### config.mk
export PLATFORM = sky130hd
export DESIGN_NAME = gray_to_bin_seq
export DESIGN_NICKNAME = d
export VERILOG_FILES = /design/src/rtl/gray_to_bin_seq_pkg.sv /design/src/rtl/gray_to_bin_seq.sv
export SDC_FILE = /design/constraint.sdc
export NUM_CORES = 1
export LEC_CHECK = 0
export BUFFER_PORTS_ARGS = -buffer_cell sky130_fd_sc_hd__buf_2
export CORE_MARGIN = 3
export CORE_UTILIZATION = 30
export DETAILED_ROUTE_END_ITERATION = 10
export GPL_ROUTABILITY_DRIVEN = 0
export PLACE_DENSITY = 0.59
export RECOVER_POWER = 100
export SETUP_SLACK_MARGIN = 0.2
export SKIP_CTS_REPAIR_TIMING = 1
export SLEW_MARGIN = 20
export SYNTH_ARGS = -nofsm -noshare
export SYNTH_HDL_FRONTEND = slang
export SYNTH_SLANG_ARGS = --single-unit
### constraint.sdc
create_clock -name clk -period 3.95 [get_ports clk]
set_input_delay 0.395 -clock clk [delete_from_list [all_inputs] [get_ports clk]]
set_output_delay 0.395 -clock clk [all_outputs]
set_load 0.005 [all_outputs]
### src/rtl/gray_to_bin_seq_pkg.sv
// Shared types and helpers for the sequential Gray-to-binary decoder.
// Holds the FSM state encoding and the bit-index width helper.
package gray_to_bin_seq_pkg;

    typedef enum logic [1:0] {
        ST_IDLE = 2'd0,
        ST_CONV = 2'd1,
        ST_DONE = 2'd2
    } state_t;

    // The index needs at least one bit, so a 1-bit word still gets a legal index.
    function automatic int idx_width(input int n);
        return (n > 1) ? $clog2(n) : 1;
    endfunction

endpackage

### src/rtl/gray_to_bin_seq.sv
// Sequential Gray-to-binary decoder: accepts one Gray word, decodes it MSB-first
// one bit per clock with a running XOR, then holds the binary result until taken.
module gray_to_bin_seq
    import gray_to_bin_seq_pkg::*;
#(
    parameter int N = 4
) (
    input  logic         clk,
    input  logic         rst,
    input  logic         in_valid,
    output logic         in_ready,
    input  logic [N-1:0] g,
    output logic         out_valid,
    input  logic         out_ready,
    output logic [N-1:0] b
);

    localparam int IDX_W = idx_width(N);

    state_t             state_q, state_d;
    logic [N-1:0]       g_q, g_d;
    logic [N-1:0]       b_q, b_d;
    logic [IDX_W-1:0]   idx_q, idx_d;
    logic               acc_q, acc_d;
    logic               bit_val;

    // NOTE: every output of this block gets a default first, so no path leaves a latch.
    always_comb begin
        state_d   = state_q;
        g_d       = g_q;
        b_d       = b_q;
        idx_d     = idx_q;
        acc_d     = acc_q;
        in_ready  = 1'b0;
        out_valid = 1'b0;
        bit_val   = g_q[idx_q] ^ acc_q;

        case (state_q)
            ST_IDLE: begin
                in_ready = 1'b1;
                if (in_valid) begin
                    g_d     = g;
                    b_d     = '0;
                    idx_d   = IDX_W'(N - 1);
                    acc_d   = 1'b0;
                    state_d = ST_CONV;
                end
            end
            ST_CONV: begin
                b_d[idx_q] = bit_val;
                acc_d      = bit_val;
                if (idx_q == '0) begin
                    state_d = ST_DONE;
                end else begin
                    idx_d = idx_q - 1'b1;
                end
            end
            ST_DONE: begin
                out_valid = 1'b1;
                if (out_ready) begin
                    state_d = ST_IDLE;
                end
            end
            // The unused encoding falls back to IDLE instead of locking up.
            default: state_d = ST_IDLE;
        endcase
    end

    // NOTE: state registers use non-blocking assignments so every flop samples pre-edge values.
    always_ff @(posedge clk) begin
        if (rst) begin
            state_q <= ST_IDLE;
            g_q     <= '0;
            b_q     <= '0;
            idx_q   <= '0;
            acc_q   <= 1'b0;
        end else begin
            state_q <= state_d;
            g_q     <= g_d;
            b_q     <= b_d;
            idx_q   <= idx_d;
            acc_q   <= acc_d;
        end
    end

    assign b = b_q;

endmodule
==> impl_metrics.json <==
{
  "overflow": 0,
  "setup_viol": 0,
  "synth-seq-area-share": 0.3768,
  "clock-sinks": 13,
  "drive_gt1_frac": 0.1868,
  "cp-start-kind": "flop",
  "synth_area_per_cell_sq_um": 8.970,
  "cap_violations": 0,
  "yosysTopAreaCell": "dfxtp_1",
  "maxSlewHeadroom": 0.4938,
  "irDropWorstVdd_v": 0.0002119,
  "syn_inst": 77,
  "die_y_microns": 53.98,
  "yosys_register_bits": 13,
  "grt_pass1_wl_mm": 2.408,
  "first_global_vias": 557,
  "drt_pre_antenna_iters": 4,
  "die_x_microns": 53.98,
  "ys_dominant_reg_cell": "dfxtp_1",
  "drt_iter0_drc": 10,
  "totalNegativeSetupSlack_ps": 0,
  "finClkSkew_ps": 2.548,
  "syn-cell-area_sq_um": 690.7,
  "antenna_found_initial": 0,
  "hold_viol_final": 0,
  "netlist.area_leader.share": 0.3768,
  "drt-vias-per-instance": 4.703,
  "io_buffer_count": 13,
  "cp_slowest_cell": "mux4_2",
  "yosysWarningCount": 0,
  "place_inst": 114,
  "fin_nets": 104,
  "via_count": 555,
  "num_io_pins": 14,
  "layout.cells.non_filler": 118,
  "cts-root-buf": "clkbuf_4",
  "ys_async_sr_fraction": 0,
  "cts.clk_slew.worst_paths_ps": 80,
  "cts_tree": "built",
  "fillers": 224,
  "multiInputGateArea_sq_um": 382.9,
  "clockBufferDepth": 2,
  "drc_errors": 0,
  "seq_area_sq_um": 260.3,
  "crit_path_max_fanout": 7,
  "areaGrowthSynthToFinish_pct": 14.13,
  "n_antenna_cell": 0,
  "cts_buffers": 3,
  "synth.distinct_cells": 24,
  "drt_wl_total_mm": 1.362,
  "worst-setup-path-type": "flop to flop",
  "worst_pin_slew_ps": 757.7,
  "dieArea_sq_um": 2914,
  "worstPathArrival_ps": 1740,
  "wl_per_cell_microns": 11.54,
  "initial_core_util": 0.3350,
  "p_leak_nw": 0.3211,
  "status": "completed",
  "cp_num_buf_inv": 0,
  "layout_min_cycle_time_ps": 1585,
  "max_stage_delay_ps": 570,
  "place_hpwl_mm": 1.019,
  "synthTopCellsByArea": "dfxtp_1, ha_1, mux2i_1",
  "synth_edf_count": 0,
  "core_sq_um": 2062,
  "grt_max_degree": 16,
  "syn_nets": 89,
  "grt_setup_unrepaired": "false",
  "holdWs_ps": 348.8,
  "endpoint_kind": "flop",
  "period_share": 0.4013,
  "critical_path.cell_chain": "mux4_2, xnor2_1, o32ai_1",
  "clk_latency_ps": 270,
  "slew_viol_final": 0,
  "holdCritPathClass": "primary input to flop",
  "crit_required_ps": 4100,
  "critPathTopFamily": "multiplexers",
  "grt_usage": 0.1163,
  "rows": 16,
  "p_per_area_nw_per_um2": 382.2,
  "ant_nets": 0,
  "fmax_mhz": 630.9,
  "htreeDepth": 1
}
==> cell families after synthesis <==
family,synth area share
AND/OR/NAND/NOR,0.2319
buffers and inverters,0.05072
flip-flops,0.3768
AO/OA/AOI/OAI,0.1540
multiplexers,0.09058
adder cells (fa/ha/maj),0.07247
XOR/XNOR,0.02356
==> tightest hold or removal path: cells and delay by family <==
kind	cells	cell delay (ps)
buffers and inverters	1	70
and+or+nand+nor	1	70
muxes	1	50
==> sequential cells by signal (all words and copies together) (netlist names) <==
name     flops
idx_q        2
b            4
acc_q        1
state_q      2
g_q          4
==> power by group <==
part / leakage, nW / internal, mW / switching (mW)
Combinational: 0.200 / 0.0326 / 0.0324
Clock: 0.0150 / 0.0391 / 0.0417
Sequential: 0.106 / 0.140 / 0.0151
==> placed cells by master, fill, tap and decap left out, types with 2 or more instances in the layout <==
master    instances
buf_2            11
nor3b_1           2
or3b_1            2
nand2b_1          6
a211oi_1          2
nand2_1           6
clkbuf_1          2
o21ai_0           3
nor2_1            9
inv_1             6
dfxtp_1          13
clkbuf_4          3
mux2i_1           4
a21oi_1           5
o32ai_1           4
ha_1              4
==> cells in the mapped netlist, drive strengths merged (2+ instances only) <==
| master | count |
|---|---|
| nand2b | 6 |
| o32ai | 4 |
| dfxtp | 13 |
| o21ai | 3 |
| or3b | 2 |
| nor3b | 2 |
| nor2 | 9 |
| nand2 | 6 |
| clkbuf | 2 |
| a211oi | 2 |
| mux2i | 4 |
| ha | 4 |
| a21oi | 5 |
| inv | 6 |
==> per-layer routing <==
| layer | up-vias | part of all wire | routed length (microns) | GRT usage |
|---|---|---|---|---|
| li1 | 295 | - | - | - |
| met1 | 241 | 0.47 | 643 | 0.1436 |
| met2 | 17 | 0.45 | 612 | 0.1815 |
| met3 | 2 | 0.072 | 98 | 0.04986 |
| met4 | 0 | 0.0051 | 7 | 0.03734 |
| met5 | - | 0 | 0 | 0 |
==> per-stage QoR <==
step / utilization / power (mW) / setup WS (ps) / cell area (sq um)
6_report: 0.3823 / 0.3013 / 2365 / 788.3
4_1_cts: 0.3896 / 0.3096 / 2341 / 803.3
2_1_floorplan: - / 0.2086 / 2530 / 690.7
3_3_place_gp: 0.3768 / 0.2258 / 2473 / 777.0
3_5_place_dp: 0.3768 / 0.2272 / 2385 / 777.0
5_1_grt: 0.3823 / 0.3268 / 2205 / 788.3
==> worst paths after layout <==
| check | start | cells after the start | slack (ps) | to |
|---|---|---|---|---|
| setup / recovery | idx_q[0] | 3 | 2360 | b[2] |
| hold / removal | g[2] | 3 | 350 | g_q[2] |
| setup reg to reg | idx_q[0] | 3 | 2360 | b[2] |
| hold reg to reg | b[1] | 2 | 500 | b[1] |
==> cell type report <==
| type | count | share of cell area |
|---|---|---|
| Inverter | 6 | 0.02857 |
| Tap cell | 27 | 0.04286 |
| Sequential cell | 13 | 0.3302 |
| Timing Repair Buffer | 13 | 0.07937 |
| Multi-Input combinational cell | 55 | 0.4857 |
| Clock buffer | 4 | 0.03333 |
Power figures use the tool's default switching activity.
